$ cat src/rtl/riscv_defines.sv
// Shared RISC-V front-end types and sizing constants.
package riscv_defines;

    typedef logic [31:0] inst_t;

    // addi x0, x0, 0
    localparam inst_t NOP_INST     = 32'h0000_0013;
    localparam int    FETCHQ_DEPTH = 4;

    // Force a byte address onto a 32-bit word boundary.
    function automatic logic [31:0] word_align(input logic [31:0] addr);
        return {addr[31:2], 2'b00};
    endfunction

endpackage

$ cat src/rtl/fetch_queue_fifo.sv
// Synchronous FIFO with clear; head entry is read straight from the storage registers.
module sync_fifo #(
    parameter int WIDTH = 64,
    parameter int DEPTH = 4
) (
    input  logic                     clk,
    input  logic                     rst,
    input  logic                     i_push,
    input  logic [WIDTH-1:0]         i_data,
    input  logic                     i_pop,
    input  logic                     i_clear,
    output logic [WIDTH-1:0]         o_data,
    output logic                     o_full,
    output logic                     o_empty,
    output logic [$clog2(DEPTH):0]   o_count
);

    localparam int AW = $clog2(DEPTH);
    localparam int CW = AW + 1;

    logic [WIDTH-1:0] r_mem [DEPTH];
    logic [AW-1:0]    r_rd_ptr;
    logic [AW-1:0]    r_wr_ptr;
    logic [CW-1:0]    r_count;
    logic             w_do_push;
    logic             w_do_pop;

    // Qualify push/pop: a push into a full FIFO only lands when the head leaves the same cycle.
    always_comb begin
        w_do_pop  = i_pop && (r_count != CW'(0));
        w_do_push = i_push && ((r_count != CW'(DEPTH)) || w_do_pop);
    end

    // Pointer and occupancy update; clear empties the FIFO regardless of push/pop.
    always_ff @(posedge clk) begin
        if (rst || i_clear) begin
            r_rd_ptr <= AW'(0);
            r_wr_ptr <= AW'(0);
            r_count  <= CW'(0);
        end else begin
            if (w_do_push) begin
                r_wr_ptr <= r_wr_ptr + AW'(1);
            end
            if (w_do_pop) begin
                r_rd_ptr <= r_rd_ptr + AW'(1);
            end
            if (w_do_push && !w_do_pop) begin
                r_count <= r_count + CW'(1);
            end else if (w_do_pop && !w_do_push) begin
                r_count <= r_count - CW'(1);
            end else begin
                r_count <= r_count;
            end
        end
    end

    // Entry storage; contents are don't-care while the FIFO is empty, so no reset.
    always_ff @(posedge clk) begin
        if (w_do_push && !rst && !i_clear) begin
            r_mem[r_wr_ptr] <= i_data;
        end
    end

    // Status and head outputs.
    always_comb begin
        o_data  = r_mem[r_rd_ptr];
        o_full  = (r_count == CW'(DEPTH));
        o_empty = (r_count == CW'(0));
        o_count = r_count;
    end

endmodule

$ cat src/rtl/fetch_queue.sv
// Prefetch queue: issues sequential word fetches, buffers in-order responses, flushes on redirect.
module fetch_queue
    import riscv_defines::*;
#(
    parameter int          DEPTH    = FETCHQ_DEPTH,
    parameter logic [31:0] RESET_PC = 32'h0000_0000
) (
    input  logic        clk,
    input  logic        rst,
    output logic        imem_req_valid,
    input  logic        imem_req_ready,
    output logic [31:0] imem_req_addr,
    input  logic        imem_resp_valid,
    input  logic [31:0] imem_resp_data,
    input  logic        redirect_valid,
    input  logic [31:0] redirect_pc,
    output logic        id_valid,
    input  logic        id_ready,
    output inst_t       id_inst,
    output logic [31:0] id_pc
);

    localparam int CW = $clog2(DEPTH) + 1;

    logic [31:0]   r_fetch_pc;
    logic [31:0]   r_resp_pc;
    logic [CW-1:0] r_outstanding;
    logic [CW-1:0] r_discard;

    logic [CW-1:0] w_count;
    logic [CW:0]   w_credit;
    logic          w_full;
    logic          w_empty;
    logic [63:0]   w_head;
    logic          w_req_valid;
    logic          w_accept;
    logic          w_keep;
    logic          w_push;
    logic          w_pop;
    logic          w_id_valid;

    // Credit and handshake decode. Each outstanding request owns a FIFO slot until it returns.
    always_comb begin
        w_credit    = {1'b0, w_count} + {1'b0, r_outstanding};
        w_req_valid = !rst && !redirect_valid && (w_credit < (CW+1)'(DEPTH));
        w_accept    = w_req_valid && imem_req_ready;
        w_keep      = imem_resp_valid && !redirect_valid && (r_discard == CW'(0));
        w_id_valid  = !rst && !w_empty;
        w_pop       = w_id_valid && id_ready;
        w_push      = w_keep && (!w_full || w_pop);
    end

    // Fetch PC, response PC, in-flight and discard bookkeeping.
    always_ff @(posedge clk) begin
        if (rst) begin
            r_fetch_pc    <= RESET_PC;
            r_resp_pc     <= RESET_PC;
            r_outstanding <= CW'(0);
            r_discard     <= CW'(0);
        end else begin
            case ({w_accept, imem_resp_valid})
                2'b10:   r_outstanding <= r_outstanding + CW'(1);
                2'b01:   r_outstanding <= r_outstanding - CW'(1);
                default: r_outstanding <= r_outstanding;
            endcase
            if (redirect_valid) begin
                // Everything still in flight after this cycle belongs to the old stream.
                r_fetch_pc <= word_align(redirect_pc);
                r_resp_pc  <= word_align(redirect_pc);
                r_discard  <= imem_resp_valid ? (r_outstanding - CW'(1)) : r_outstanding;
            end else begin
                if (w_accept) begin
                    r_fetch_pc <= r_fetch_pc + 32'd4;
                end
                if (w_keep) begin
                    r_resp_pc <= r_resp_pc + 32'd4;
                end
                if (imem_resp_valid && (r_discard != CW'(0))) begin
                    r_discard <= r_discard - CW'(1);
                end
            end
        end
    end

    sync_fifo #(
        .WIDTH (64),
        .DEPTH (DEPTH)
    ) u_fifo (
        .clk     (clk),
        .rst     (rst),
        .i_push  (w_push),
        .i_data  ({r_resp_pc, imem_resp_data}),
        .i_pop   (w_pop),
        .i_clear (redirect_valid),
        .o_data  (w_head),
        .o_full  (w_full),
        .o_empty (w_empty),
        .o_count (w_count)
    );

    // Memory and decode-side outputs; decode sees a NOP with PC 0 whenever nothing is valid.
    always_comb begin
        imem_req_valid = w_req_valid;
        imem_req_addr  = r_fetch_pc;
        id_valid       = w_id_valid;
        if (w_id_valid) begin
            id_inst = w_head[31:0];
            id_pc   = w_head[63:32];
        end else begin
            id_inst = NOP_INST;
            id_pc   = 32'h0000_0000;
        end
    end

endmodule

$ cat config.mk
export PLATFORM = sky130hd
export DESIGN_NAME = fetch_queue
export DESIGN_NICKNAME = d
export VERILOG_FILES = /design/src/rtl/riscv_defines.sv /design/src/rtl/fetch_queue_fifo.sv /design/src/rtl/fetch_queue.sv
export SDC_FILE = /design/constraint.sdc
export NUM_CORES = 1
export LEC_CHECK = 0
export ABC_AREA = 1
export CAP_MARGIN = 20
export CORE_AREA = 2 2 223 225
export CTS_CLUSTER_SIZE = 10
export DETAILED_ROUTE_END_ITERATION = 8
export DIE_AREA = 0 0 225 227
export SLEW_MARGIN = 20
export SYNTH_ARGS = -nofsm -noshare
export SYNTH_HDL_FRONTEND = slang
export SYNTH_SLANG_ARGS = --single-unit
$ cat constraint.sdc
create_clock -name clk -period 5.31 [get_ports clk]
set_input_delay 0.7965 -clock clk [delete_from_list [all_inputs] [get_ports clk]]
set_output_delay 0.7965 -clock clk [all_outputs]
set_load 0.01 [all_outputs]
**Yosys cells after proc, flatten, opt, wreduce, memory -nomap -nowiden**

Memory sizes are Yosys's and may differ from the RTL's. A register that Yosys moved wholly into a read port is not among the register bits.
Cells that the tools add are included.

- Eq/ne operators: 4
- Multiplexer cells: 16
- $lt $le $gt $ge: 1
- $add $sub $neg: 10
- Reductions and logical operators: 34

Operators by type and width:

| kind | number |
|---|---|
| $mux W32 | 6 |
| $add A32 B3 Y32 const B | 2 |
| $logic_and A1 B1 Y1 | 15 |
| $mux W3 | 5 |
| $reduce_bool A2 Y1 | 5 |
| $sub A3 B1 Y3 const B | 3 |
| $add A3 B1 Y3 const B | 2 |
| $logic_not A1 Y1 | 6 |
| $logic_not A3 Y1 | 2 |
| $pmux W3 S2 | 1 |
| $reduce_bool A3 Y1 | 2 |
| $add A2 B1 Y2 const B | 2 |
| $add A3 B3 Y4 | 1 |
| $lt A4 B3 Y1 const B | 1 |
| $mux W2 | 2 |
| $eq A3 B3 Y1 const B | 1 |
| $logic_or A1 B1 Y1 | 3 |
| $ne A3 B3 Y1 const B | 1 |
| $eq A2 B1 Y1 const B | 1 |
| $eq A2 B2 Y1 const B | 1 |
| $mux W1 | 2 |
| $reduce_or A2 Y1 | 1 |

- RAM bits: 256
- Input port bits: 70
- Register bits: 77
- Memories kept: 1

Memory list:

| memory | depth | width | read ports | clocked after Yosys merged registers in | write ports | line | source |
|---|---|---|---|---|---|---|---|
| u_fifo.r_mem | 4 | 64 | 1 | 1 | 1 | fetch_queue_fifo.sv:21 | `logic [WIDTH-1:0] r_mem [DEPTH];` |

**Logic depth before layout (Yosys ltp)**

Gate-level depths: netlist of the first run.

- Depth after elaboration: 11
- Depth in mapped cells: 15

**Modules after synthesis**

From an unflattened synthesis of the first run, not the netlist that was laid out.

- Cells, all modules: 1,590
- Area, all modules: 15,144.5 sq um

By module, submodules not included:

| module | instances | sequential area each (sq um) | area each (sq um) | cells an instance |
|---|---|---|---|---|
| sync_fifo | 1 | 7,867.5 | 10,007.1 | 693 |
| fetch_queue | 1 | 1,321.3 | 5,137.4 | 897 |

**Least setup slack after synthesis of the first run**

No wires, ideal clock.

- Kind: input to register
- Start point: input rst
- End point: memory u_fifo.r_mem[0][0] (enable)
- Setup slack: 708 ps
- Buffers on the path: 0
- Stages: 9
- Arrival time: 4,120 ps
- Cell sequence: inv_1 > nand2_1 > nor2_2 > inv_1 > nand2_1 > nand2_1 > inv_2 > nand2_1 > nor2_1

- Word-level cells in the longest chain between the ends: 10
- Elaborated cells on any way between the ends: 12

RTL lines:

| item | line | source |
|---|---|---|
| from (decl) | fetch_queue.sv:9 | `input logic rst,` |
| $logic_not A1 Y1 * | fetch_queue_fifo.sv:59, fetch_queue.sv:48 |  |
| $logic_and A1 B1 Y1 | fetch_queue.sv:48 | `w_id_valid = !rst && !w_empty;` |
| $logic_and A1 B1 Y1 | fetch_queue.sv:49 | `w_pop = w_id_valid && id_ready;` |
| $logic_or A1 B1 Y1 / $logic_and A1 B1 Y1 (equally long branches) | fetch_queue.sv:50, fetch_queue_fifo.sv:30 |  |
| $logic_and A1 B1 Y1 / $logic_or A1 B1 Y1 (equally long branches) | fetch_queue.sv:50, fetch_queue_fifo.sv:31 |  |
| $logic_and A1 B1 Y1 | fetch_queue_fifo.sv:31 | `w_do_push = i_push && ((r_count != CW'(DEPTH)) \|\| w_do_pop);` |
| $logic_and A1 B1 Y1 * (2 in a row) | fetch_queue_fifo.sv:59 | `if (w_do_push && !rst && !i_clear) begin` |
| $mux W1 * | fetch_queue_fifo.sv:59 |  |
| $mux W1 (not written as such) * | fetch_queue_fifo.sv:60 | `r_mem[r_wr_ptr] <= i_data;` |
| to (decl) | fetch_queue_fifo.sv:21 |  |

Mark *: on every way between the ends. The rest lies on a longest branch, timed or not.

==> out/metrics.csv, run 1 <==
stage,metric,value,unit
synth,sequential share of the synthesized area,0.6165,
timing,final setup fails,0,
floorplan,die width,225,microns
timing,Slew HR,0.3255,
critical_path,CP Launch Type,flip-flop,
global_routing,initial antenna violation count,0,
flow_run,Max-Cap Viols,0,
critical_path,Worst Setup End Kind,output pin,
pwr,VDD IR-drop max,0.2125,mV
cells_and_area,Nets,1809,
placement,Cells after DPL,2304,
clocking,later-pin clock latency in the skew report,0.56,ns
placement,DP HPWL,23840,microns
route,Avg WL per Cell,16.34,microns
global_routing,first-pass GRT wire length,59870,microns
placement,gpl congestion,0.8413,
route,final WL,38590,microns
floorplan,I/O pin count,168,
synth,most common flop cell mapped by yosys,edfxtp_1,
pwr,pwr dens,320.3,mW/mm^2
run_status,status,"finished, final reports clean",
cells_and_area,final core utilization,0.3690,
clocking,CTS sink cnt,323,
cells_and_area,Non-Filler Instances,2362,
floorplan,core area,0.04855,sq mm
floorplan,Starting Density,0.2990,
timing,Fin Setup TNS,0,ns
route,Vias,11220,
cells_and_area,ratio of cells with drive above 1 in the final layout,0.04828,
global_routing,pin count of the biggest net entering global routing,89,
route,Detailed Routing Iterations Pass 1,5,
cells_and_area,Final Instance Area,0.01791,sq mm
pwr,LEAKAGE,6.279,nW
critical_path,most used cell along the critical path,nor2_1,
floorplan,die area,0.05108,sq mm
synth,syn_area_per_cell,9.222,sq um
synth,Synth Cell Area,0.01452,sq mm
critical_path,Critical Path RT,4.51,ns
cells_and_area,synthesis-to-finish area growth,23.40,%
route,DRC,0,
synth,Post-synth EDFFs,248,
route,DRT iter0 DRCs,694,
critical_path,Worst path slowest cell,buf_4,
synth,Synth cell types,35,
global_routing,GRT Util Overall,0.1518,
timing,Slew @ Worst Pin,1.010,ns
timing,PnR worst setup slack,1.176,ns
clocking,maximum clock insertion buffer count,3,
critical_path,CP Max Fanout,88,
placement,cell area after placement,0.01676,sq mm
cells_and_area,n_diodes,0,
route,Via density,4.751,
clocking,CTS tree,built,
critical_path,Worst Path Arrival,3.34,ns
critical_path,critical path cell sequence,buf_4 > nor2_1 > nor2_1 > o21ai_0 > a21oi_1 > clkdlybuf4s50_1,
timing,fmax,0.2419,GHz
route,Routed Antenna Nets,0,
clocking,clk slew on worst S/H paths,0.06,ns
timing,Final Max Tran Viols,0,
placement,# port buffers,161,
global_routing,vias in the first global route,10860,
clocking,CTS H-tree depth,2,
synth,Post-synth ARST share,0,
placement,Placement Setup Slack,1.138,ns
cells_and_area,most frequent cells in the layout,"359 x nor2_1, 263 x nand2_1, 248 x edfxtp_1",
clocking,total CTS buffers,40,
clocking,Post-CTS Setup Bufs,0,
floorplan,row cnt,81,
cells_and_area,"commonest non-fill, non-tap cell in the layout",nor2_1,
timing,Final Hold Fails,0,
clocking,CTS root buf,clkbuf_16,
critical_path,peak per-stage delay on the critical path,0.83,ns
timing,min Tclk post-route,4.134,ns
clocking,CTS Hold Bufs,0,
min_path,hold crit path type,reg2reg,
critical_path,Crit Path Class,reg2out,
timing,clock skew,0.01577,ns
timing,Tcrit/Tclk final,0.7785,
synth,Syn. warnings,0,
clocking,post-CTS sizing,0,
global_routing,grt ovf,0,
timing,RSZ-0062 raised after global routing,no,
critical_path,CP bufs+invs,2,
floorplan,Die Y,227,microns
synth,"FF+latch count, synth",323,
critical_path,kind of cell adding the most delay to the critical path,buffers and inverters,
synth,Mapped Cells,1574,
cells by family after synthesis:
group,synth area share
flip-flops,0.6165
other,0.0002584
AND/OR/NAND/NOR,0.1979
AO/OA/AOI/OAI,0.1110
adder cells (fa/ha/maj),0.01345
XOR/XNOR,0.007844
buffers and inverters,0.05301
flip-flops by register name, summed over array words and instances, names as in the netlist, named ones only:
signal	flops
imem_req_addr	30
r_discard	3
r_outstanding	3
r_resp_pc	30
u_fifo.o_count	3
u_fifo.r_mem	248
u_fifo.r_rd_ptr	2
u_fifo.r_wr_ptr	2
per-stage QoR:
step | total power [mW] | hold slack, ns
2_1_floorplan | 3.106 | 0.4356
3_3_place_gp | 3.320 | 0.4498
3_5_place_dp | 3.328 | 0.4615
4_1_cts | 5.818 | 0.4667
5_1_grt | 5.968 | 0.4935
6_report | 5.737 | 0.4673
tightest hold or removal path, cell delays in order (launching register included):
cell	delay, ns
dfxtp_1	0.29
inv_1	0.06
a21oi_1	0.07
cell usage after synthesis, types with 2 or more instances:
cell,instances,area [sq um]
nor2_1,363,1363
nand2_1,264,991.0
edfxtp_1,248,7447
o21ai_0,163,815.8
a21oi_1,120,600.6
inv_1,114,427.9
nand3_1,76,380.4
dfxtp_1,75,1501
clkbuf_1,49,183.9
ha_1,14,175.2
a31oi_1,12,75.07
buf_2,12,60.06
buf_4,7,52.55
xnor2_1,7,61.31
xor2_1,6,52.55
nor2_2,4,25.02
o211ai_1,4,30.03
and2_1,3,18.77
buf_1,3,11.26
inv_2,3,11.26
nand3b_1,3,22.52
o21bai_1,3,22.52
o22ai_1,3,18.77
o311ai_0,3,26.28
a211oi_1,2,15.01
buf_6,2,22.52
nand2_2,2,12.51
nand4_1,2,12.51
cell type report:
cell class                      count  area [sq um]
Clock buffer                       48          1052
Tap cell                          622         778.2
Inverter                          117         439.2
Timing Repair Buffer              178          1747
Fill cell                        4822         30630
Sequential cell                   323          8954
Clock inverter                     10         101.3
Multi-Input combinational cell   1064          4841
path summary, 6_finish.rpt:
kind / depth (start not counted) / to / start / slack, ns
worst max-delay path: 6 / id_pc[16] / flip-flop / 1.18
worst min-delay path: 2 / flip-flop / u_fifo.r_rd_ptr[1] / 0.47
worst max register to register: 12 / u_fifo.r_mem[1][18] / r_discard[0] / 2.08
worst min register to register: 2 / flip-flop / u_fifo.r_rd_ptr[1] / 0.47
power by group:
group / switching [mW] / total [mW] / internal [mW] / leakage [nW]
sequential: 0.0740 / 2.85 / 2.78 / 2.87
combinational: 0.241 / 0.424 / 0.183 / 2.84
clock: 1.01 / 2.46 / 1.45 / 0.566
routing by layer:
layer	part of all wire	up-vias	global-route usage
met2	0.46	315	0.2490
met4	0.019	0	0.04102
met3	0.055	52	0.02994
met1	0.46	5287	0.2053
met5	0	-	0
li1	-	5567	-
No activity file was read; power rests on OpenSTA's default activity.
==> run 2, diff against run 1 <==
==> constraint.sdc (replaced) <==
create_clock -name clk -period 3.62 [get_ports clk]
set_input_delay 0.543 -clock clk [delete_from_list [all_inputs] [get_ports clk]]
set_output_delay 0.543 -clock clk [all_outputs]
set_load 0.01 [all_outputs]
==> run 2 against run 1 <==
Compared with the run above: clock skew barely moved; critical endpoint is now id_inst[4]; via count rose by 0.46%; clock power rose by 40%; first-iteration DRC count rose by 21%; final cell count rose by 0.25%; clock-buffer cell count rose by 5; sequential cell count did not move; critical path depth rose by 1; worst setup slack got worse by 0.77 ns; largest power group unchanged; register-to-register slack got worse by 0.88 ns.
==> out/metrics.csv, run 2 (synthesis results as in run 1) <==
stage,metric,value,unit,change
timing,fmax,0.3107,GHz,
run_status,status,"finished, final reports clean",,unchanged
timing,Final Max Tran Viols,0,,unchanged
global_routing,grt ovf,0,,unchanged
route,DRT iter0 DRCs,840,,was 694
clocking,CTS root buf,clkbuf_16,,unchanged
critical_path,kind of cell adding the most delay to the critical path,buffers and inverters,,unchanged
pwr,pwr dens,459.7,mW/mm^2,was 320.3 mW/mm^2
cells_and_area,ratio of cells with drive above 1 in the final layout,0.05040,,was 0.04828
pwr,VDD IR-drop max,0.2680,mV,was 0.2125 mV
route,final WL,39140,microns,was 38590 microns
critical_path,r2r setup slk,1.20,ns,was 2.08 ns
global_routing,GRT Util Overall,0.1516,,was 0.1518
floorplan,die width,225,microns,unchanged
critical_path,Worst Path Arrival,2.68,ns,was 3.34 ns
critical_path,most used cell along the critical path,inv_1,,was nor2_1
placement,DP HPWL,24830,microns,was 23840 microns
placement,gpl congestion,0.8514,,was 0.8413
critical_path,Critical Path RT,3.08,ns,was 4.51 ns
cells_and_area,max FFs per register,248,,unchanged
critical_path,reg2reg start,r_discard[1],,was r_discard[0]
placement,Cells after DPL,2312,,was 2304
clocking,CTS Hold Bufs,0,,unchanged
floorplan,row cnt,81,,unchanged
critical_path,worst r2r dst,u_fifo.o_count[2],,was u_fifo.r_mem[1][18]
cells_and_area,"commonest non-fill, non-tap cell in the layout",nor2_1,,unchanged
floorplan,I/O pin count,168,,unchanged
global_routing,Top Usage Layer GRT,met2,,unchanged
critical_path,CP endpoint,id_inst[4],,was id_pc[16]
cells_and_area,most frequent cells in the layout,"359 x nor2_1, 263 x nand2_1, 248 x edfxtp_1",,unchanged
min_path,hold crit path type,in2reg,,was reg2reg
cells_and_area,synthesis-to-finish area growth,23.83,%,was 23.40%
cells_and_area,largest register by flop count,u_fifo.r_mem,,unchanged
timing,Slew @ Worst Pin,0.7064,ns,was 1.010 ns
critical_path,CP Launch Type,flip-flop,,unchanged
clocking,Post-CTS Setup Bufs,0,,unchanged
critical_path,Crit Path Class,reg2out,,unchanged
critical_path,CP bufs+invs,4,,was 2
global_routing,first-pass GRT wire length,60380,microns,was 59870 microns
global_routing,pin count of the biggest net entering global routing,87,,was 89
timing,Final Hold Fails,0,,unchanged
route,Detailed Routing Iterations Pass 1,4,,was 5
global_routing,met2 Resource Use GR,0.2597,,was 0.2490
timing,Fin Setup TNS,0,ns,unchanged
critical_path,Worst Setup End Kind,output pin,,unchanged
critical_path,CP Max Fanout,60,,was 88
critical_path,critical path cell sequence,inv_1 > nand3_1 > nand2_2 > buf_6 > inv_1 > o311ai_0 > clkdlybuf4s50_1,,was buf_4 > nor2_1 > nor2_1 > o21ai_0 > a21oi_1 > clkdlybuf4s50_1
clocking,later-pin clock latency in the skew report,0.52,ns,was 0.56 ns
global_routing,vias in the first global route,10790,,was 10860
cells_and_area,n_diodes,0,,unchanged
cells_and_area,Nets,1816,,was 1809
cells_and_area,FF+latch area,0.008954,sq mm,unchanged
pwr,Design Power,8.263,mW,was 5.737 mW
floorplan,core area,0.04855,sq mm,unchanged
clocking,CTS sink cnt,323,,unchanged
cells_and_area,Non-Filler Instances,2368,,was 2362
critical_path,worst r2r path cells,15,,was 12
timing,clock skew,0.01581,ns,was 0.01577 ns
cells_and_area,Final Instance Area,0.01797,sq mm,was 0.01791 sq mm
critical_path,Worst path slowest cell,clkdlybuf4s50_1,,was buf_4
cells_and_area,Multi-input gate area,0.004841,sq mm,unchanged
global_routing,initial antenna violation count,0,,unchanged
placement,# port buffers,161,,unchanged
timing,min Tclk post-route,3.218,ns,
clocking,maximum clock insertion buffer count,3,,unchanged
route,Routed Antenna Nets,0,,unchanged
flow_run,Max-Cap Viols,0,,unchanged
route,Vias,11270,,was 11220
clocking,total CTS buffers,39,,was 40
timing,RSZ-0062 raised after global routing,no,,unchanged
pwr,LEAKAGE,6.304,nW,was 6.279 nW
cells_and_area,fill cell count,4817,,was 4822
global_routing,GR Util met1,0.2006,,was 0.2053
critical_path,critical path depth,7,,was 6
placement,cell area after placement,0.01688,sq mm,was 0.01676 sq mm
global_routing,met3 Use GR,0.02685,,was 0.02994
clocking,CTS tree,built,,unchanged
timing,final setup fails,0,,unchanged
timing,Slew HR,0.5290,,was 0.3255
critical_path,peak per-stage delay on the critical path,0.63,ns,was 0.83 ns
clocking,CTS H-tree depth,2,,unchanged
timing,Tcrit/Tclk final,0.8890,,
floorplan,Starting Density,0.2990,,unchanged
route,Via density,4.761,,was 4.751
route,Avg WL per Cell,16.53,microns,was 16.34 microns
route,DRC,0,,unchanged
cells_and_area,final core utilization,0.3702,,was 0.3690
floorplan,die area,0.05108,sq mm,unchanged
clocking,clk slew on worst S/H paths,0.05,ns,was 0.06 ns
floorplan,Die Y,227,microns,unchanged
critical_path,worst setup path startpoint,u_fifo.o_count[0],,
## run 2: what timing repair did
| action | 4_1_cts | 5_1_grt |
|---|---|---|
| endpoints found under the hold margin | 0 | 0 |
| gates resized for setup | 0 | 1 |
| endpoints found under the setup margin | 0 | 3 |
## run 2: where the power goes
| group | internal [mW] | leakage (nW) | switching (mW) |
|---|---|---|---|
| clock | 2.04 | 0.529 | 1.41 |
| combinational | 0.274 | 2.90 | 0.358 |
| sequential | 4.07 | 2.87 | 0.107 |
## run 2: layer usage
| layer | wire [microns] | share of wire |
|---|---|---|
| met5 | 0 | 0 |
| met2 | 18590 | 0.48 |
| met4 | 582 | 0.015 |
| met1 | 17640 | 0.45 |
| met3 | 2329 | 0.059 |
## run 2: stage by stage
step	hold WS (ns)	worst slack, ns
after floorplan	0.4356	-0.7285
after global placement	0.4449	0.4961
after detailed placement	0.4663	0.4895
after CTS	0.4508	0.08318
after global routing	0.5068	0.1916
final	0.4700	0.4018
## run 2: area by class of cell
| type | count | share of cell area |
|---|---|---|
| clock inverters | 3 | 0.0009746 |
| inverters | 117 | 0.02443 |
| well taps | 622 | 0.04330 |
| flip-flops and latches | 323 | 0.4982 |
| clock buffers | 53 | 0.05959 |
| multi-input cells | 1064 | 0.2693 |
| repair buffers | 186 | 0.1042 |
## run 2: worst register-to-register path: stages (launching register included)
cell	delay (ns)
dfxtp_1	0.30
inv_1	0.09
ha_1	0.15
nand2_1	0.07
nor2_1	0.14
inv_1	0.09
nor2_1	0.18
nand2_1	0.13
inv_2	0.09
ha_1	0.14
inv_1	0.07
fa_1	0.38
a21oi_1	0.14
o21ai_0	0.12
o21ai_0	0.16
a21oi_1	0.06
## run 2: worst min-delay path by stage
| stage | end | from | cells after the start |
|---|---|---|---|
| 6_report | u_fifo.r_rd_ptr[0] | rst | 5 |
| 5_1_grt | r_discard[0] | r_discard[0] | 2 |
| 4_1_cts | u_fifo.r_rd_ptr[0] | rst | 5 |
| 3_5_place_dp | flip-flop | u_fifo.r_rd_ptr[1] | 2 |
| 3_3_place_gp | flip-flop | u_fifo.r_rd_ptr[1] | 2 |
| 2_1_floorplan | flip-flop | u_fifo.r_rd_ptr[1] | 2 |
==> run 3, diff against run 2 <==
--- a/config.mk
+++ b/config.mk
@@ -11,6 +11,7 @@
 export CTS_CLUSTER_SIZE = 10
 export DETAILED_ROUTE_END_ITERATION = 8
 export DIE_AREA = 0 0 225 227
+export SETUP_SLACK_MARGIN = 0.02
 export SLEW_MARGIN = 20
 export SYNTH_ARGS = -nofsm -noshare
 export SYNTH_HDL_FRONTEND = slang
==> results of run 3 <==
No change in the layout: final DEF, timing and power equal those of run 2.
